File: config.mk
export PLATFORM = sky130hd
export DESIGN_NAME = if_fetch_ctrl
export DESIGN_NICKNAME = d
export VERILOG_FILES = /design/src/rtl/cpu_pkg.sv /design/src/rtl/if_skid_reg.sv /design/src/rtl/if_fetch_ctrl.sv
export SDC_FILE = /design/constraint.sdc
export NUM_CORES = 1
export LEC_CHECK = 0
export CAP_MARGIN = 20
export CELL_PAD_IN_SITES_DETAIL_PLACEMENT = 0
export CELL_PAD_IN_SITES_GLOBAL_PLACEMENT = 1
export CORE_UTILIZATION = 35
export DETAILED_ROUTE_END_ITERATION = 6
export MAX_ROUTING_LAYER = met4
export PLACE_DENSITY = 0.8
export SYNTH_ARGS = -nofsm -noshare
export SYNTH_HDL_FRONTEND = slang
export SYNTH_SLANG_ARGS = --single-unit
File: constraint.sdc
create_clock -name CLK -period 2 [get_ports CLK]
set_input_delay 0.3 -clock CLK [delete_from_list [all_inputs] [get_ports CLK]]
set_output_delay 0.3 -clock CLK [all_outputs]
set_load 0.05 [all_outputs]
File: src/rtl/cpu_pkg.sv
// Shared definitions for the CPU fetch stage.
//   fetch_state_t : fetch controller states (RUN, HOLD, ERR)
//   NOP_INSTR_DEF : default instruction driven when nothing valid is present
//   IMEM_WORDS_DEF: default instruction ROM depth in words
//   INSTR_BYTES   : byte stride between consecutive instructions
//   fetch_addr_bad: true when a fetch address is misaligned or out of range
package cpu_pkg;

  typedef enum logic [1:0] {
    RUN  = 2'd0,
    HOLD = 2'd1,
    ERR  = 2'd2
  } fetch_state_t;

  localparam logic [31:0] NOP_INSTR_DEF  = 32'h0000_0000;
  localparam int          IMEM_WORDS_DEF = 64;
  localparam logic [31:0] INSTR_BYTES    = 32'd4;

  // An address is unusable if it is not word aligned or falls at/after the ROM end.
  function automatic logic fetch_addr_bad(input logic [31:0] addr, input logic [31:0] limit);
    return (addr[1:0] != 2'b00) || (addr >= limit);
  endfunction

endpackage

File: src/rtl/if_skid_reg.sv
// Load-enabled PC/instruction register pair with synchronous clear.
// Ports:
//   clk, rst_n       : clock and asynchronous active-low reset
//   load, clear      : capture d_* / return to empty (clear wins)
//   d_pc, d_instr    : values to capture
//   q_pc, q_instr    : stored values
module if_skid_reg
  import cpu_pkg::*;
#(
  parameter logic [31:0] CLR_INSTR = NOP_INSTR_DEF
) (
  input  logic        clk,
  input  logic        rst_n,
  input  logic        load,
  input  logic        clear,
  input  logic [31:0] d_pc,
  input  logic [31:0] d_instr,
  output logic [31:0] q_pc,
  output logic [31:0] q_instr
);

  // Skid storage: clear has priority so a redirect always empties it.
  always_ff @(posedge clk or negedge rst_n) begin
    if (!rst_n) begin
      q_pc    <= 32'h0000_0000;
      q_instr <= CLR_INSTR;
    end else if (clear) begin
      q_pc    <= 32'h0000_0000;
      q_instr <= CLR_INSTR;
    end else if (load) begin
      q_pc    <= d_pc;
      q_instr <= d_instr;
    end else begin
      q_pc    <= q_pc;
      q_instr <= q_instr;
    end
  end

endmodule

File: src/rtl/if_fetch_ctrl.sv
// Fetch-stage controller for a synchronous instruction ROM with one-cycle
// read latency. Owns the PC, drives the ROM address, holds the current
// instruction in a skid register while decode stalls, squashes the wrong-path
// slot on redirect and raises a sticky fault on bad fetch addresses.
// Ports:
//   CLK, RSTn            : clock, asynchronous active-low reset
//   stall                : decode not accepting; hold current IF output
//   redirect, redirect_pc: take redirect_pc this cycle (beats stall)
//   rom_addr / rom_data  : ROM address out, ROM data in (one cycle later)
//   if_valid, if_pc, if_instr : instruction presented to IF/ID
//   fetch_err            : sticky fetch fault, cleared only by reset
module if_fetch_ctrl
  import cpu_pkg::*;
#(
  parameter logic [31:0] RESET_PC   = 32'h0000_0000,
  parameter int          IMEM_WORDS = IMEM_WORDS_DEF,
  parameter logic [31:0] NOP_INSTR  = NOP_INSTR_DEF
) (
  input  logic        CLK,
  input  logic        RSTn,
  input  logic        stall,
  input  logic        redirect,
  input  logic [31:0] redirect_pc,
  output logic [31:0] rom_addr,
  input  logic [31:0] rom_data,
  output logic        if_valid,
  output logic [31:0] if_pc,
  output logic [31:0] if_instr,
  output logic        fetch_err
);

  localparam logic [31:0] IMEM_BYTES = 32'(IMEM_WORDS) * INSTR_BYTES;

  fetch_state_t state, state_d;
  logic [31:0]  pc_q, pc_d;
  logic [31:0]  pend_pc, pend_pc_d;
  logic         pend_v, pend_v_d;
  logic         skid_load, skid_clear;
  logic [31:0]  hold_pc, hold_instr;

  if_skid_reg #(
    .CLR_INSTR(NOP_INSTR)
  ) u_skid (
    .clk    (CLK),
    .rst_n  (RSTn),
    .load   (skid_load),
    .clear  (skid_clear),
    .d_pc   (pend_pc),
    .d_instr(rom_data),
    .q_pc   (hold_pc),
    .q_instr(hold_instr)
  );

  // State, PC and in-flight fetch tracking registers.
  always_ff @(posedge CLK or negedge RSTn) begin
    if (!RSTn) begin
      state   <= RUN;
      pc_q    <= RESET_PC;
      pend_pc <= 32'h0000_0000;
      pend_v  <= 1'b0;
    end else begin
      state   <= state_d;
      pc_q    <= pc_d;
      pend_pc <= pend_pc_d;
      pend_v  <= pend_v_d;
    end
  end

  // Next-state logic; branches follow the edge-action priority order.
  always_comb begin
    state_d    = state;
    pc_d       = pc_q;
    pend_pc_d  = pend_pc;
    pend_v_d   = pend_v;
    skid_load  = 1'b0;
    skid_clear = 1'b0;
    case (state)
      RUN, HOLD: begin
        if (redirect) begin
          if (fetch_addr_bad(redirect_pc, IMEM_BYTES)) begin
            state_d  = ERR;
            pend_v_d = 1'b0;
          end else begin
            // Target issued now; the slot in flight this cycle is squashed.
            pend_pc_d  = redirect_pc;
            pend_v_d   = 1'b1;
            pc_d       = redirect_pc + INSTR_BYTES;
            state_d    = RUN;
            skid_clear = 1'b1;
          end
        end else if (stall) begin
          // The ROM re-reads pc_q while stalled, so pend_pc tracks it.
          pend_pc_d = pc_q;
          if ((state == RUN) && pend_v) begin
            skid_load = 1'b1;
            state_d   = HOLD;
          end else begin
            state_d = state;
          end
        end else begin
          if (pc_q >= IMEM_BYTES) begin
            state_d  = ERR;
            pend_v_d = 1'b0;
          end else begin
            pend_pc_d = pc_q;
            pend_v_d  = 1'b1;
            pc_d      = pc_q + INSTR_BYTES;
            state_d   = RUN;
          end
        end
      end
      ERR: begin
        state_d = ERR;
      end
      default: begin
        state_d  = ERR;
        pend_v_d = 1'b0;
      end
    endcase
  end

  // ROM address and IF output mux.
  always_comb begin
    rom_addr  = redirect ? redirect_pc : pc_q;
    fetch_err = (state == ERR);
    if_valid  = 1'b0;
    if_pc     = pend_pc;
    if_instr  = rom_data;
    case (state)
      RUN: begin
        if_valid = pend_v & ~redirect;
        if_pc    = pend_pc;
        if_instr = rom_data;
      end
      HOLD: begin
        if_valid = ~redirect;
        if_pc    = hold_pc;
        if_instr = hold_instr;
      end
      default: begin
        if_valid = 1'b0;
        if_pc    = pend_pc;
      end
    endcase
    if (!if_valid) begin
      if_instr = NOP_INSTR;
    end else begin
      if_instr = if_instr;
    end
  end

endmodule

; After elaboration in Yosys (flattened, before gate mapping)
; Index checks and enable logic that the tools add are counted.
; W data, S select, Z words.
[totals]
reg_bits = 131
latchBits = 0
ramBits = 0
mem_bits_ro = 0
input_bits = 68
wordCells = 64
mem_count = 0
[op_classes]
n_addsub = 2
multipliers = 0
n_div = 0
order_cmp = 2
eq_ne = 8
n_shift = 0
muxes = 34
bitwise = 3
reduce_logical = 9
[ops]
columns = operator, count
row1 = $mux W32, 16
row2 = $add A32 B3 Y32 const B, 2
row3 = $ge A32 B9 Y1 const B, 2
row4 = $mux W2, 6
row5 = $mux W1, 10
row6 = $ne A3 B3 Y1 const B, 2
row7 = $ne A2 B2 Y1 const B, 2
row8 = $ne A4 B4 Y1 const B, 1
row9 = $pmux W1 S2, 2
row10 = $reduce_and A4 Y1, 1
row11 = $reduce_bool A2 Y1, 2
row12 = $reduce_and A3 Y1, 1
row13 = $eq A2 B1 Y1 const B, 1
row14 = $eq A2 B2 Y1 const B, 1
row15 = $logic_not A2 Y1, 1
row16 = $ne A2 B1 Y1 const B, 1
row17 = $not A1 Y1, 2
row18 = $reduce_and A2 Y1, 1
row19 = $reduce_or A2 Y1, 1
row20 = $and A1 B1 Y1, 1
row21 = $logic_and A1 B1 Y1, 1
row22 = $logic_or A1 B1 Y1, 1

; Depth between registers and ports, before layout
; Gate-level depths: netlist (run 1).
[logic_depth]
ltp_word = 8
mapped_depth = 8

; Cells and area by module
; A second synthesis (run 1) with hierarchy kept.
[unflattened]
cells_unflattened = 642
area_unflattened_um2 = 6472.5
[by_module_without_submodules]
columns = module, n_inst, cells_each, area_per_inst_um2
row1 = if_fetch_ctrl, 1, 436, 3861.2
row2 = if_skid_reg, 1, 206, 2611.3

; Worst setup path before layout (run 1)
; OpenSTA, ideal clock, no wires.
[synth_timing]
kind = register to output
startpoint = reg state[1]
endpoint = out if_instr[10]
arrival_ns = 1.937
t_required_ns = 1.700
setup_slack_ns = -0.237
path_stages_with_launch = 6
path_buffers = 2
path_cell_list = dfrtp_1 nand2b_1 clkbuf_1 buf_1 nand2_1 a21oi_1
[synth_via]
elab_chain_len = 3
word_cells_on_any_way = 5
cone_classes = 1 x eq/ne / 3 x mux / 1 x reduce/logical
[synth_rtl]
columns = item, line_no
row1 = "start, declared", if_fetch_ctrl.sv:34  ; fetch_state_t state, state_d;
row2 = "start signal, assigned", if_fetch_ctrl.sv:62  ; state <= state_d;
row3 = $eq A2 B1 Y1 / $logic_not A2 Y1 (equally long branches), if_fetch_ctrl.sv:129  ; case (state)
row4 = $pmux W1 S2 / $mux W32 (equally long branches), if_fetch_ctrl.sv:129
row5 = $mux W32 *, if_fetch_ctrl.sv:145  ; if (!if_valid) begin
row6 = "end, declared", if_fetch_ctrl.sv:28  ; output logic [31:0] if_instr,
; Mark *: on every way between the ends. The rest lies on a longest branch, timed or not.

; Final worst setup path (run 1)
[layout_timing]
startpoint = reg state[0]
endpoint = out if_instr[23]
; Same word-level chain as after synthesis.

==> results of run 1 <==
## cells by family (layout without fill, tap and decap cells)
| group | count (synthesis) | in the layout | share of synthesized area (%) |
|---|---|---|---|
| mux | 71 | 71 | 12.98 |
| flops | 131 | 131 | 51.83 |
| buf+inv | 50 | 294 | 3.284 |
| fa+ha+maj | 1 | 1 | 0.1978 |
| compound gates | 103 | 103 | 8.150 |
| simple gates | 349 | 349 | 22.87 |
| xor+xnor | 5 | 5 | 0.6925 |
## what timing repair did
item,in CTS,in global routing
cloned,7,9
setup endpoints to repair,170,192
hold buffers,1,0
endpoints found under the hold margin,51,0
setup buffers,17,6
resized for setup,109,109
pin swaps,14,32
## worst register-to-register path, stage by stage (launching register included)
cell	delay (ps)
dfrtp_1	390
buf_6	140
nor2_2	80
buf_6	110
buf_4	90
buf_4	90
nand2_1	60
buf_4	140
nor3_4	210
buf_6	220
buf_12	140
nand2_1	70
a21oi_2	140
## cell usage in the layout, fill, tap and decap left out, types with 7 or more instances in the layout
cell type,synthesis,layout
clkbuf_16,0,25
buf_6,1,13
dlymetal6s2s_1,0,11
a21oi_2,0,38
clkdlybuf4s50_1,0,51
mux2_4,6,7
dfrtp_1,131,130
a21oi_1,98,30
buf_4,0,82
mux2_1,23,22
a21oi_4,0,30
buf_12,0,78
nand2_1,291,241
nand2_2,0,30
mux2_2,41,41
and2_1,23,23
nand2_4,0,20
## report_power, final
group	switching (mW)	total [mW]	leakage [nW]	internal, mW
Combinational	1.67	3.08	3.23	1.41
Clock	1.19	3.21	0.285	2.02
Sequential	0.240	3.22	1.76	2.98
## worst max-delay path by stage
stage	start	slack, ps	end
6_report	state[0]$_DFFE_PN0P_	-110	if_instr[23]
5_1_grt	state[1]$_DFFE_PN0P_	-190	if_instr[23]
4_1_cts	state[1]$_DFFE_PN0P_	-110	if_instr[21]
3_5_place_dp	redirect_pc[14]	-680	u_skid.q_instr[13]$_DFFE_PN0P_
3_3_place_gp	redirect_pc[14]	-610	pc_q[4]$_DFFE_PN0P_
2_1_floorplan	redirect	-160	if_instr[1]
## routing by layer
metal  routed length, um  global-route usage [%]  part of all wire [%]  vias to the layer above
met4                 467                   8.333                   2.1                        0
met5                   0                       -                     0                        -
met2               10310                   35.19                    47                      193
met1                9843                   31.08                    45                     3005
li1                    -                       -                     -                     2797
met3                1106                   4.362                   5.1                       32
## area by class of cell
type,instances,area [um^2]
Sequential cell,131,3279
Clock buffer,20,456.7
Multi-Input combinational cell,529,3739
Clock inverter,12,155.1
Timing Repair Buffer,259,3456
Fill cell,1326,6096
Tap cell,225,281.5
Inverter,3,13.76
## sequential cells by signal, indices dropped and copies added (netlist names)
signal and flops:
pc_q 32, pend_pc 32, pend_v 1, state 2, u_skid.q_instr 32, u_skid.q_pc 32
## metrics by stage
step	std cells	TNS, ps
floorplan	710	-322.0
global placement	1108	-66690
detailed placement	1109	-73320
CTS	1166	-4460
global route	1179	-12600
finish	1179	-4801
==> impl_metrics.env, run 1 <==
export IMPL_holdPathStages=3
export IMPL_synth_cell_area_um2=6325
export IMPL_grt_overflow=0
export IMPL_dp_slack_ps=-684.5
export IMPL_skew_ps=7.473
export IMPL_violations="negative setup slack"
export IMPL_worstPathRequired_ps=1700
export IMPL_numCtsBuffers=17
export IMPL_place_area_um2=9336
export IMPL_final_cell_area_um2=11380
export IMPL_synth_edf_count=0
export IMPL_grt_pass1_vias=5771
export IMPL_via_per_inst=5.112
export IMPL_ys_top_cells_by_count="nand2_1 (291), dfrtp_1 (131), a21oi_1 (98)"
export IMPL_whs_endpoint="pend_pc[19]$_DFFE_PN0P_"
export IMPL_max_freq_ghz=0.4735
export IMPL_synth_seq_cells=131
export IMPL_maxSlewViolCount=0
export IMPL_rr_worst_depth=12
export IMPL_path_class="flop to output pin"
export IMPL_path_clk_slew_ps=60
export IMPL_synthDistinctLibCells=29
export IMPL_reg2reg_from="state[1]$_DFFE_PN0P_"
export IMPL_clk_latency_ps=420
export IMPL_wl_per_cell_um=18.43
export IMPL_endpoint_kind="output pin"
export IMPL_irDropWorstVdd_mv=0.7520
export IMPL_cap_violations=0
export IMPL_core_area_um2=17480
export IMPL_clockBufferDepth=2
export IMPL_synth_top_area_cell="dfrtp_1"
export IMPL_synth_area_per_cell_um2=8.908
export IMPL_die_y_um=136.4
export IMPL_final_layout_size_suffix_gt1_share_pct=43.50
export IMPL_gp_routability_congestion=0.7784
export IMPL_netlist_top_cells_area="dfrtp_1 (52%), nand2_1 (17%), a21oi_1 (7.8%)"
export IMPL_arrival_ps=1810
export IMPL_grt_antenna_before_repair=0
export IMPL_rsz0062_at_grt="true"
export IMPL_track_usage_pct=23.28
export IMPL_worstMarginPinSlew_ps=555.6
export IMPL_finalCritPeriodShare_pct=105.6
export IMPL_ys_async_sr_fraction_pct=100.0
export IMPL_ant_nets=0
export IMPL_dieArea_um2=18610
export IMPL_power_mw=9.512
export IMPL_drt_total_wl_um=21730
export IMPL_slowest_stage="dfrtp_2"
export IMPL_flow_area_growth_from_synthesis_pct=79.94
export IMPL_dr_pass1_iters=5
export IMPL_die_w_um=136.4
export IMPL_vias=6027
export IMPL_hold_class="input pin to flop"
export IMPL_grt_max_degree=57
export IMPL_synth_ff_type="dfrtp_1"
export IMPL_leakagePower_nw=5.276
export IMPL_start_util_pct=36.19
export IMPL_antenna_diode_count=0
export IMPL_cp_max_fo=8
export IMPL_htreeDepth=4
export IMPL_slew_headroom_pct=62.96
export IMPL_syn_inst=710
export IMPL_holdWs_ps=334.4
export IMPL_path_buf_inv=3
export IMPL_r2r_slack_ps=10
export IMPL_cp_cell_sequence="buf_6 > o21ai_4 > clkbuf_16 > a21oi_4 > buf_12"
export IMPL_cts_root_buf="clkbuf_16"
export IMPL_io_pins=166
export IMPL_status="complete, but fails checks"
export IMPL_cts_tree="built"
export IMPL_p_per_area_nw_per_um2=835.8
export IMPL_drc_errors=0
export IMPL_num_rows=48
export IMPL_drt_iter0_markers=351
export IMPL_postLayoutCoreUtil_pct=65.12
export IMPL_hold_start="redirect_pc[19]"
export IMPL_clock_sinks=131
export IMPL_critical_path_top_delay_family="buffers and inverters"
export IMPL_layout_setup_ws_ps=-112.0
export IMPL_start_kind="flop"
export IMPL_grt_pass1_wl_um=31420
export IMPL_rr_endpoint="u_skid.q_instr[13]$_DFFE_PN0P_"
export IMPL_synth_most_common_cell="nand2_1"
export IMPL_synthDominantCellAreaShare_pct=51.83
export IMPL_ys_seq_area_share_pct=51.83
export IMPL_crit_cells=5
export IMPL_min_period_ps=2112
export IMPL_io_buffers=165
export IMPL_hpwl_um=12580
export IMPL_yosys_warnings=0
export IMPL_hold_violations=0
export IMPL_layout_nets=1010
export IMPL_max_stage_delay_ps=420
export IMPL_finalSetupViolCount=64
export IMPL_syn_nets=779
(Power assumes the default switching activity.)
==> run 2, diff against run 1 <==
--- a/config.mk
+++ b/config.mk
@@ -6,7 +6,7 @@
 export NUM_CORES = 1
 export LEC_CHECK = 0
 export CAP_MARGIN = 20
-export CELL_PAD_IN_SITES_DETAIL_PLACEMENT = 0
+export CELL_PAD_IN_SITES_DETAIL_PLACEMENT = 1
 export CELL_PAD_IN_SITES_GLOBAL_PLACEMENT = 1
 export CORE_UTILIZATION = 35
 export DETAILED_ROUTE_END_ITERATION = 6
==> run 2 against run 1 <==
Against the previous run: the run still ends with negative setup slack left; maximum frequency is 11% lower; final area down 0.68%; largest power group is now the clock network; die area stayed put; utilization decreased by 0.44 points; count of clock-buffer cells in the layout increased by 2; flip-flop and latch count is the same; sequential share of layout area up 0.20 points.
==> impl_metrics.env, run 2 (synthesis gave the netlist of run 1 again) <==
export IMPL_cap_violations=0
export IMPL_rsz0062_at_grt="true"
export IMPL_final_layout_size_suffix_gt1_share_pct=42.83
export IMPL_vias=6578
export IMPL_slew_headroom_pct=62.41
export IMPL_hpwl_um=14880
export IMPL_final_common_cell="nand2_1"
export IMPL_max_freq_ghz=0.4236
export IMPL_numCtsBuffers=17
export IMPL_ant_nets=0
export IMPL_io_pins=166
export IMPL_endpoint_kind="flop"
export IMPL_hold_violations=0
export IMPL_num_rows=48
export IMPL_reg2reg_from="state[1]$_DFFE_PN0P_"
export IMPL_start_kind="flop"
export IMPL_cp_max_fo=20
export IMPL_drc_errors=0
export IMPL_hold_class="input pin to flop"
export IMPL_rr_endpoint="pend_pc[23]$_DFFE_PN0P_"
export IMPL_grt_max_degree=57
export IMPL_gp_routability_congestion=0.7784
export IMPL_start_util_pct=36.19
export IMPL_finalCritPeriodShare_pct=118.0
export IMPL_drt_iter0_markers=376
export IMPL_htreeDepth=4
export IMPL_core_area_um2=17480
export IMPL_grt_pass1_wl_um=37530
export IMPL_maxSlewViolCount=0
export IMPL_layout_nets=998
export IMPL_dp_slack_ps=-733.7
export IMPL_cts_tree="built"
export IMPL_track_usage_pct=27.86
export IMPL_r2r_slack_ps=-360
export IMPL_cts_root_buf="clkbuf_16"
export IMPL_clk_latency_ps=440
export IMPL_dieArea_um2=18610
export IMPL_grt_pass1_vias=6710
export IMPL_nFillCells=1728
export IMPL_leakagePower_nw=5.353
export IMPL_drt_total_wl_um=29740
export IMPL_grt_overflow=0
export IMPL_worstPathRequired_ps=2290
export IMPL_clock_sinks=131
export IMPL_place_area_um2=9336
export IMPL_final_cell_area_um2=11300
export IMPL_path_class="flop to flop"
export IMPL_grt_antenna_before_repair=1
export IMPL_p_per_area_nw_per_um2=879.0
export IMPL_io_buffers=165
export IMPL_crit_end="pend_pc[23]$_DFFE_PN0P_"
export IMPL_path_clk_slew_ps=60
export IMPL_die_w_um=136.4
export IMPL_flow_area_growth_from_synthesis_pct=78.71
export IMPL_critPathLaunch="state[1]$_DFFE_PN0P_"
export IMPL_clockBufferDepth=2
export IMPL_min_period_ps=2361
export IMPL_die_y_um=136.4
export IMPL_violations="negative setup slack"
export IMPL_irDropWorstVdd_mv=0.7514
export IMPL_wl_per_cell_um=25.48
export IMPL_arrival_ps=2650
export IMPL_holdWs_ps=398.0
export IMPL_status="complete, but fails checks"
export IMPL_layout_setup_ws_ps=-360.6
export IMPL_mostFrequentLayoutCells="nand2_1 (223), dfrtp_1 (130), buf_12 (81)"
export IMPL_dr_pass1_iters=5
export IMPL_finalSetupViolCount=138
export IMPL_worstMarginPinSlew_ps=563.9
export IMPL_rr_worst_depth=7
export IMPL_via_per_inst=5.637
export IMPL_skew_ps=15.55
[run 2: worst min path at each step]
stage / startpoint / to / slack (ps) / cells after the start
6_report: redirect_pc[14] / pend_pc[14]$_DFFE_PN0P_ / 400 / 3
5_1_grt: redirect_pc[20] / pend_pc[20]$_DFFE_PN0P_ / 390 / 3
4_1_cts: redirect / pend_pc[1]$_DFFE_PN0P_ / 420 / 3
3_5_place_dp: RSTn / pend_pc[14]$_DFFE_PN0P_ / 310 / 1
3_3_place_gp: RSTn / pend_pc[15]$_DFFE_PN0P_ / 310 / 1
2_1_floorplan: RSTn / pc_q[0]$_DFFE_PN0P_ / 4 / 0
[run 2: worst max-delay path, cell delays in order, from the launching register on]
cell	delay, ps
dfrtp_1	400
nor4_1	530
nand3_1	210
nor2_1	280
buf_4	180
o21ai_4	80
buf_12	180
mux2_1	350
[run 2: per-layer routing]
metal / part of all wire, % / up-vias / track usage, %
li1: - / 2774 / -
met1: 40 / 3452 / 33.44
met2: 52 / 282 / 46.73
met3: 5.2 / 70 / 4.698
met4: 2.8 / 0 / 10.49
met5: 0 / - / -
[run 2: through the flow]
| stage | util, % | setup TNS, ps | std cells | total power [mW] |
|---|---|---|---|---|
| 6_report | 64.68 | -21350 | 1167 | 9.936 |
| 5_1_grt | 64.68 | -28850 | 1167 | 10.21 |
| 4_1_cts | 59.99 | -6639 | 1153 | 9.674 |
| 3_5_place_dp | 53.42 | -74530 | 1109 | 6.189 |
| 3_3_place_gp | 53.34 | -66690 | 1108 | 6.116 |
| 2_1_floorplan | - | -322.0 | 710 | 4.679 |
[run 2: report_power, final]
group | internal [mW] | switching, mW
clock network | 2.21 | 1.23
registers | 2.98 | 0.294
logic | 1.41 | 1.81
total | 6.60 | 3.33
[run 2: final cells by class]
type	count	area, um^2	share of cell area, %
Clock buffer	22	484.2	4.284
Sequential cell	131	3279	29.01
Tap cell	225	281.5	2.491
Antenna cell	1	2.502	0.02214
Multi-Input combinational cell	529	3802	33.64
Clock inverter	9	151.4	1.339
Inverter	3	13.76	0.1218
Timing Repair Buffer	247	3288	29.09
[run 2: what timing repair did]
item | CTS | global route
gates resized for setup | 76 | 147
pin swaps | 5 | 45
buffers inserted | 9 | 5
hold buffers | 1 | 0
setup endpoints to repair | 170 | 132
endpoints found under the hold margin | 51 | 0
gates cloned | 3 | 9
==> run 3, diff against run 2 <==
--- a/config.mk
+++ b/config.mk
@@ -8,10 +8,11 @@
 export CAP_MARGIN = 20
 export CELL_PAD_IN_SITES_DETAIL_PLACEMENT = 1
 export CELL_PAD_IN_SITES_GLOBAL_PLACEMENT = 1
-export CORE_UTILIZATION = 35
+export CORE_UTILIZATION = 38
 export DETAILED_ROUTE_END_ITERATION = 6
 export MAX_ROUTING_LAYER = met4
-export PLACE_DENSITY = 0.8
+export PLACE_DENSITY = 0.83
 export SYNTH_ARGS = -nofsm -noshare
 export SYNTH_HDL_FRONTEND = slang
+export SYNTH_HIERARCHICAL = 1
 export SYNTH_SLANG_ARGS = --single-unit
==> run 3 against run 2 <==
Against the previous run: the flow still finishes with violations (negative setup slack); highest routed layer unchanged; area after synthesis grew 2.3%; sequential share of layout area decreased by 2.2 points; critical path type is now flop to output pin; critical path depth fell by 1; global-route usage up 5.7 points; largest cell class unchanged; worst hold slack worse by 3.3 ps.
==> impl_metrics.env, run 3 <==
export IMPL_use_met3_pct=6.475
export IMPL_io_buffers=165
export IMPL_max_stage_delay_ps=380
export IMPL_nFillCells=1497
export IMPL_grt_max_degree=61
export IMPL_ys_top_cells_by_count="nand2_1 (164), dfrtp_1 (131), mux2_2 (68)"
export IMPL_syn_inst=642
export IMPL_clock_sinks=131
export IMPL_ys_async_sr_fraction_pct=100.0
export IMPL_max_freq_ghz=0.4380
export IMPL_final_layout_size_suffix_gt1_share_pct=53.75
export IMPL_dp_cells=1035
export IMPL_io_pins=166
export IMPL_cp_common_cell="buf_12"
export IMPL_grt_util_met2_pct=57.51
export IMPL_slowest_stage="dfrtp_1"
export IMPL_start_kind="flop"
export IMPL_die_y_um=132.5
export IMPL_wl_per_cell_um=33.30
export IMPL_grt_pass1_wl_um=42260
export IMPL_hold_violations=0
export IMPL_synth_most_common_cell="nand2_1"
export IMPL_path_class="flop to output pin"
export IMPL_dr_pass1_iters=5
export IMPL_ys_seq_area_share_pct=50.65
export IMPL_vias=6828
export IMPL_grt_busiest_layer="met2"
export IMPL_cp_max_fo=12
export IMPL_status="complete, but fails checks"
export IMPL_min_period_ps=2283
export IMPL_postLayoutCoreUtil_pct=73.63
export IMPL_syn_nets=711
export IMPL_layout_setup_ws_ps=-282.9
export IMPL_p_per_area_nw_per_um2=687.8
export IMPL_crit_cells=6
export IMPL_path_clk_slew_ps=60
export IMPL_finalCritPeriodShare_pct=114.1
export IMPL_grt_overflow=0
export IMPL_num_rows=47
export IMPL_r2r_slack_ps=-280
export IMPL_cts_root_buf="clkbuf_16"
export IMPL_ant_nets=0
export IMPL_synthDistinctLibCells=33
export IMPL_dieArea_um2=17560
export IMPL_cp_cell_sequence="buf_6 > nand2b_4 > buf_12 > nand2_1 > a21oi_4 > buf_12"
export IMPL_finalSetupViolCount=190
export IMPL_antenna_diode_count=0
export IMPL_endpoint_kind="output pin"
export IMPL_clk_latency_ps=440
export IMPL_leakagePower_nw=5.835
export IMPL_violations="negative setup slack"
export IMPL_numCtsBuffers=17
export IMPL_synth_top_area_cell="dfrtp_1"
export IMPL_flow_area_growth_from_synthesis_pct=88.65
export IMPL_final_cells=1126
export IMPL_worstMarginPinSlew_ps=642.3
export IMPL_cap_violations=0
export IMPL_whs_endpoint="pend_pc[7]$_DFFE_PN0P_"
export IMPL_use_met1_pct=37.27
export IMPL_drt_iter0_markers=418
export IMPL_htreeDepth=4
export IMPL_skew_ps=13.44
export IMPL_rsz0062_at_grt="true"
export IMPL_synth_edf_count=0
export IMPL_hold_class="input pin to flop"
export IMPL_layout_nets=962
export IMPL_gp_routability_congestion=0.8374
export IMPL_drt_total_wl_um=37500
export IMPL_synth_cell_area_um2=6472
export IMPL_worstPathRequired_ps=1700
export IMPL_yosys_warnings=6
export IMPL_final_common_cell="dfrtp_1"
export IMPL_slew_headroom_pct=57.18
export IMPL_grt_pass1_vias=6876
export IMPL_synthDominantCellAreaShare_pct=50.65
export IMPL_maxSlewViolCount=0
export IMPL_critical_path_top_delay_family="buffers and inverters"
export IMPL_holdPathStages=3
export IMPL_critPathLaunch="state[1]$_DFFE_PN0P_"
export IMPL_drc_errors=0
export IMPL_die_w_um=132.5
export IMPL_cts_tree="built"
export IMPL_place_area_um2=9373
export IMPL_irDropWorstVdd_mv=0.9397
export IMPL_synth_area_per_cell_um2=10.08
export IMPL_reg2reg_from="state[1]$_DFFE_PN0P_"
export IMPL_path_buf_inv=3
export IMPL_start_util_pct=39.03
export IMPL_mostFrequentLayoutCells="dfrtp_1 (130), buf_12 (89), nand2_1 (78)"
export IMPL_rr_endpoint="u_skid/q_pc[30]$_DFFE_PN0P_"
export IMPL_core_area_um2=16580
export IMPL_arrival_ps=1980
export IMPL_rr_worst_depth=12
export IMPL_grt_antenna_before_repair=0
export IMPL_hold_start="redirect_pc[7]"
export IMPL_synth_seq_cells=131
export IMPL_final_cell_area_um2=12210
export IMPL_hpwl_um=15370
export IMPL_netlist_top_cells_area="dfrtp_1 (51%), mux2_2 (12%), mux2i_1 (10%)"
export IMPL_tns_ps=-31310
export IMPL_via_per_inst=6.064
export IMPL_synth_ff_type="dfrtp_1"
export IMPL_clockBufferDepth=2
export IMPL_track_usage_pct=33.54
run 3: changes by cell type in the layout (fill, tap and decap cells not counted), moves of 14 or more:
cell | before | now
a21oi_1 | 41 | 2
a21oi_2 | 27 | 0
mux2_1 | 23 | 0
mux2_4 | 6 | 28
mux2i_1 | 1 | 45
mux2i_4 | 0 | 14
nand2_1 | 223 | 78
nand2_2 | 23 | 48
nor2_1 | 5 | 61
run 3: timing repair:
action | in CTS | in global routing
hold buffers | 1 | 0
hold endpoints to repair | 57 | 0
setup endpoints to repair | 194 | 216
setup buffers | 17 | 17
cloned | 9 | 23
pin swaps | 11 | 64
gates resized for setup | 147 | 192
run 3: stage by stage:
| stage | hold WS (ps) | power (mW) | setup slack [ps] |
|---|---|---|---|
| after global routing | 383.8 | 8.544 | -336.4 |
| after global placement | 307.6 | 4.778 | -671.8 |
| after floorplan | 4.409 | 3.877 | -210.3 |
| final | 394.8 | 8.399 | -282.9 |
| after detailed placement | 326.5 | 4.840 | -771.7 |
| after CTS | 327.0 | 7.977 | -142.5 |
run 3: layout make-up:
type                    instances  area [um^2]  area share (%)
inverters                       5        21.27          0.1742
repair buffers                273         3847           31.51
clock inverters                 4        70.07          0.5738
flip-flops and latches        131         3279           26.86
clock buffers                  28        506.7           4.150
well taps                     220        275.3           2.254
multi-input cells             465         4210           34.48
run 3: power by group:
group	internal, mW	switching, mW
clock network	1.97	1.30
logic	0.909	1.16
registers	2.82	0.235
total	5.70	2.70
run 3: kinds of logic after synthesis:
| family | Yosys count | share of synthesized area [%] |
|---|---|---|
| buffers and inverters | 46 | 4.253 |
| and+or+nand+nor | 285 | 18.85 |
| adders and majority gates | 1 | 0.1933 |
| AOI/OAI and AO/OA | 40 | 3.344 |
| xor gates and xnor gates | 5 | 0.6766 |
| DFF | 131 | 50.65 |
| muxes | 134 | 22.04 |
run 3: routing by layer:
| metal | vias to the layer above | wire length (um) |
|---|---|---|
| met5 | - | 0 |
| met4 | 0 | 2490 |
| met3 | 204 | 2276 |
| met2 | 474 | 19320 |
| met1 | 3499 | 13420 |
| li1 | 2651 | - |
run 3: worst max path at each step:
stage | to | slack [ps]
after detailed placement | pend_pc[30]$_DFFE_PN0P_ | -770
after CTS | if_instr[2] | -140
after global routing | u_skid/q_pc[30]$_DFFE_PN0P_ | -340
after floorplan | if_instr[23] | -210
after global placement | pend_pc[27]$_DFFE_PN0P_ | -670
final | if_instr[3] | -280
run 3: tightest hold or removal path, stage by stage:
cell and delay (ps):
buf_6 70, mux2_2 230, mux2_4 180
==> patch 1 (config.mk and constraints of run 1) <==
Re-encode `fetch_state_t` (3 states) as one-hot, 3 bits wide.
--- a/src/rtl/cpu_pkg.sv
+++ b/src/rtl/cpu_pkg.sv
@@ -7,8 +7,8 @@
 package cpu_pkg;
 
-  typedef enum logic [1:0] {
-    RUN  = 2'd0,
-    HOLD = 2'd1,
-    ERR  = 2'd2
+  typedef enum logic [2:0] {
+    RUN  = 3'b001,
+    HOLD = 3'b010,
+    ERR  = 3'b100
   } fetch_state_t;
 
Function: no difference found for any inputs over 4 cycles, from zero or initial values and one cycle with RSTn low; so few cycles prove little.
==> patch 1 against run 1 <==
  * The flow still finishes with violations (negative setup slack)
  * Routed wire length up 10%
  * Die area up 1.3%
  * Worst setup slack worse by 210 ps
  * Design area up 9.2%
  * Area after synthesis up 1.3%
  * Sequential cell count up 1
  * Global-route usage up 1.8 points
  * Critical path type unchanged
  * Highest routed layer unchanged
Power is not compared: it rests on default switching activity, and its combinational part moved more than twofold at a synthesized area within 25%.
==> patch 1: results (changes against run 1) <==
| Metric | Value |
|---|---|
| Vias in the first global route | 6,026 (+4.4%) |
| Post-route insts no fill | 1,216 (+3.1%) |
| NonClk Buf Share | 32.5% (+2.1 points) |
| Max stage delay cell, worst path | dfstp_2 |
| Worst rel slew slack | 67.2% (+4.3 points) |
| DR vias | 6,287 (+4.3%) |
| Final setup TNS | -35,410 ps (-30,610 ps) |
| Synth Instances | 715 (+0.70%) |
| Setup violators final | 174 (+170%) |
| Status | finished, violations left |
| Multi-input combinational area share | 33.4% (+0.51 points) |
| FF+latch count | 132 (+0.76%) |
| Hpwl dp | 12.9 mm (+2.8%) |
| Nets | 1,044 (+3.4%) |
| DRT iter0 DRCs | 324 (-7.7%) |
| Worst setup margin | -318 ps (-206 ps) |
| # fillers | 1,288 (-2.9%) |
| Ratio of cells with drive above 1 in the final layout | 55.0% (+12 points) |
| Post-synthesis mux area share | 12.5% (-0.48 points) |
| Largest net degree at the start of global routing | 51 (-11%) |
| Pre-CTS setup slack | -509 ps (+176 ps) |
| CP peak stage delay | 560 ps (+140 ps) |
| Failing checks | negative setup slack |
| First-pass GRT wire length | 33.9 mm (+7.9%) |
| Final Skew | 7.37 ps (-0.107 ps) |
| Post-synth cell types | 35 (+21%) |
| DR pass1 iterations | 7 (+2) |
| Gr usage total | 25.0% (+1.8 points) |
| Top cells by area, synth | dfrtp_1 (51%), nand2_1 (17%), a21oi_1 (7.6%) |
| Worst Path Arrival | 2020 ps (+210 ps) |
| Reg2Reg Setup Slack | -290 ps (-300 ps) |
| Post-synth net total | 784 (+0.64%) |
| Post_cts resized | 116 (+6.4%) |
| Worst reg2reg path endpoint | pc_q[8] |
| Sequential fraction of the synthesis area | 51.6% (-0.25 points) |
| Final RePlAce weighted congestion | 0.797 (+2.3%) |
| Non-clock inverters | 4 (+1) |
| Compound-cell area share of the yosys netlist | 8.13% (-0.025 points) |
| FF-to-FF Start | state[0] |
| Largest delay share family, worst path | flip-flops |
| Clk tree area frac | 5.11% (-0.27 points) |
| FF+latch area | 0.00330 mm2 (+0.76%) |
patch 1: per-stage QoR:
stage / hold slack (ps) / instance area [um2]
2_1_floorplan: 4.41 / 6850
3_3_place_gp: 242 / 9830
3_5_place_dp: 246 / 9830
4_1_cts: 368 / 11700
5_1_grt: 390 / 12400
6_report: 356 / 12400
patch 1: metal layers:
metal / routed length, um / track usage (%) / vias up
met1: 10100 / 31.0 / 3161
met3: 1080 / 3.90 / 34
li1: - / - / 2884
met2: 12200 / 41.8 / 208
met5: 0 / - / -
met4: 522 / 8.30 / 0
patch 1: worst max-delay path by stage:
stage                          startpoint      endpoint  slack [ps]  cells past startpoint
after global routing             state[0]       pc_q[5]        -380                     10
after floorplan                  redirect       pc_q[8]        -170                      8
after detailed placement  redirect_pc[24]       pc_q[8]        -510                      7
after CTS                        state[0]  if_instr[30]        -290                      7
final                            state[0]  if_instr[24]        -320                      7
after global placement    redirect_pc[25]       pc_q[7]        -510                      7
==> patch 2 (flow settings as in run 1) <==
Made on the original files. Register the output `fetch_err`, cleared by the reset; this adds one clock of latency there. The other outputs are not delayed to match.
--- a/src/rtl/if_fetch_ctrl.sv
+++ b/src/rtl/if_fetch_ctrl.sv
@@ -31,4 +31,6 @@
 
   localparam logic [31:0] IMEM_BYTES = 32'(IMEM_WORDS) * INSTR_BYTES;
+
+  logic fetch_err_d;
 
   fetch_state_t state, state_d;
@@ -123,5 +125,5 @@
   always_comb begin
     rom_addr  = redirect ? redirect_pc : pc_q;
-    fetch_err = (state == ERR);
+    fetch_err_d = (state == ERR);
     if_valid  = 1'b0;
     if_pc     = pend_pc;
@@ -150,4 +152,12 @@
   end
 
+  always_ff @(posedge CLK or negedge RSTn) begin
+    if (!RSTn) begin
+      fetch_err <= '0;
+    end else begin
+      fetch_err <= fetch_err_d;
+    end
+  end
+
 endmodule
 
Formal check against the unedited RTL: not equivalent (Yosys sat finds a counterexample within 4 cycles, from zero or initial values and one cycle with RSTn low).
==> patch 2 against run 1 <==
  * The run still ends with negative setup slack left
  * Non-clock buffer count decreased by 35
  * Clock skew increased by 1.2 ps
  * Register-to-register slack improved by 40 ps
  * Worst setup slack improved by 3.3 ps
  * Design area decreased by 3.8%
  * Count of clock-buffer cells in the layout decreased by 2
  * Sequential share of layout area increased by 1.4 points
  * Clock power decreased by 2%
  * Area after synthesis increased by 0.40%
  * Sequential cell count increased by 1
  * Global-route usage decreased by 1.7 points
  * Routed wire length decreased by 7.2%
  * Utilization decreased by 2.5 points
  * Power decreased by 0.10%
  * Critical path type unchanged
  * Largest cell class unchanged
==> patch 2: results (changes against run 1) <==
| Metric | Value |
|---|---|
| Grt met3 use | 4.00% (-0.36 points) |
| Worst r2r path cells | 7 (-5) |
| FF-to-FF Start | pc_q[21] |
| Final Skew | 8.67 ps (+1.19 ps) |
| Synth Instances | 711 (+0.14%) |
| GR Layer Usage met2 | 33.4% (-1.8 points) |
| # fillers | 1,365 (+2.9%) |
| Placed Instances | 1,084 (-2.3%) |
| Sequential fraction of the synthesis area | 52.0% (+0.19 points) |
| Routing usage on met1 | 28.9% (-2.2 points) |
| Max stage delay cell, worst path | dfrtp_1 |
| Hpwl dp | 12.1 mm (-4.1%) |
| Vias per cell | 5.02 (-1.8%) |
| Failing checks | negative setup slack |
| Met2 wire length | 9.66 mm (-6.3%) |
| Status | finished, violations left |
| Clock root buffer | clkbuf_16 |
| Worst reg2reg path endpoint | pend_pc[15] |
| First-pass GRT wire length | 29.7 mm (-5.5%) |
| Nets | 976 (-3.4%) |
| Worst setup margin | -109 ps (+3.25 ps) |
| Largest net degree at the start of global routing | 50 (-12%) |
| Gr usage total | 21.6% (-1.7 points) |
| WL met3 | 1.14 mm (+2.7%) |
| Final setup TNS | -4260 ps (+543 ps) |
| Top-area cell type share of the netlist area | 52.0% (+0.19 points) |
| Worst rel slew slack | 66.0% (+3.1 points) |
| Final RePlAce weighted congestion | 0.786 (+0.95%) |
| Vias in the first global route | 5,541 (-4.0%) |
| Ratio of cells with drive above 1 in the final layout | 38.5% (-5.0 points) |
| Internal power | 6.38 mW (-0.51%) |
| Worst setup path endpoint | if_instr[22] |
| Reg2Reg Setup Slack | 50 ps (+40 ps) |
| Synth cell count leaders | nand2_1 (291), dfrtp_1 (132), a21oi_1 (98), mux2_2 (41), clkbuf_1 (29) |
| CP peak stage delay | 400 ps (-20 ps) |
| Clk slew on worst S/H paths | 60 ps (about the same) |
| Worst-path fanout max | 23 (+15) |
| Detailed Route WL | 20.2 mm (-7.2%) |
| Critical path origin | state[1] |
| Worst VDD drop | 0.000718 V (-4.5%) |
| Top cells by area, synth | dfrtp_1 (52%), nand2_1 (17%), a21oi_1 (7.7%) |
| Post-synth cell types | 29 (unchanged) |
| Routed length per instance | 17.6 um (-4.4%) |
| Met1 Wirelength | 9.17 mm (-6.9%) |
| Post-synth net total | 780 (+0.13%) |
| Setup violators final | 58 (-9.4%) |
| Leak | 5.25 nW (-0.47%) |
| DRT iter0 DRCs | 329 (-6.3%) |
| Top FF cell, synth | dfrtp_1 |
## patch 2: cell types whose count changed after synthesis
cell	run 1	this run
dfrtp_1	131	132
## patch 2: stage by stage
step	worst slack, ps	instance area (um2)
floorplan	-161	6450
global placement	-475	9150
detailed placement	-510	9150
CTS	-90.0	10300
global route	-174	11000
finish	-109	11000
## patch 2: power by group through the flow
stage	sequential, mW	clock (mW)	combinational, mW
after global routing	3.30	3.30	3.27
final	3.25	3.13	3.12
after detailed placement	3.28	0	2.91
after CTS	3.23	3.18	3.01
after floorplan	3.20	0	1.50
after global placement	3.27	0	2.89
## patch 2: kinds of logic after synthesis
family | share of synthesized area, %
simple gates | 22.8
xor+xnor | 0.690
flops | 52.0
mux | 12.9
buf+inv | 3.27
fa+ha+maj | 0.197
compound gates | 8.12
## patch 2: worst min-delay path by stage
stage / start / to / slack, ps / cells after the start
after floorplan: RSTn / fetch_err / 4 / 0
after global placement: RSTn / pend_pc[3] / 280 / 1
after detailed placement: RSTn / pend_pc[3] / 280 / 1
after CTS: RSTn / pend_pc[3] / 400 / 2
after global routing: redirect_pc[15] / pend_pc[15] / 350 / 3
final: redirect_pc[15] / pend_pc[15] / 330 / 3
## patch 2: layout make-up
class / instances / share of cell area, %
clock buffers: 18 / 3.92
multi-input cells: 529 / 33.6
inverters: 3 / 0.149
repair buffers: 224 / 28.2
clock inverters: 13 / 1.45
well taps: 225 / 2.57
flip-flops and latches: 132 / 30.2
## patch 2: timing repair
action / in CTS / in global routing
endpoints found under the hold margin: 45 / 0
setup buffers: 5 / 11
resized for setup: 82 / 104
setup endpoints to repair: 111 / 158
pin swaps: 2 / 60
hold buffers: 1 / 0
gates cloned: 5 / 8
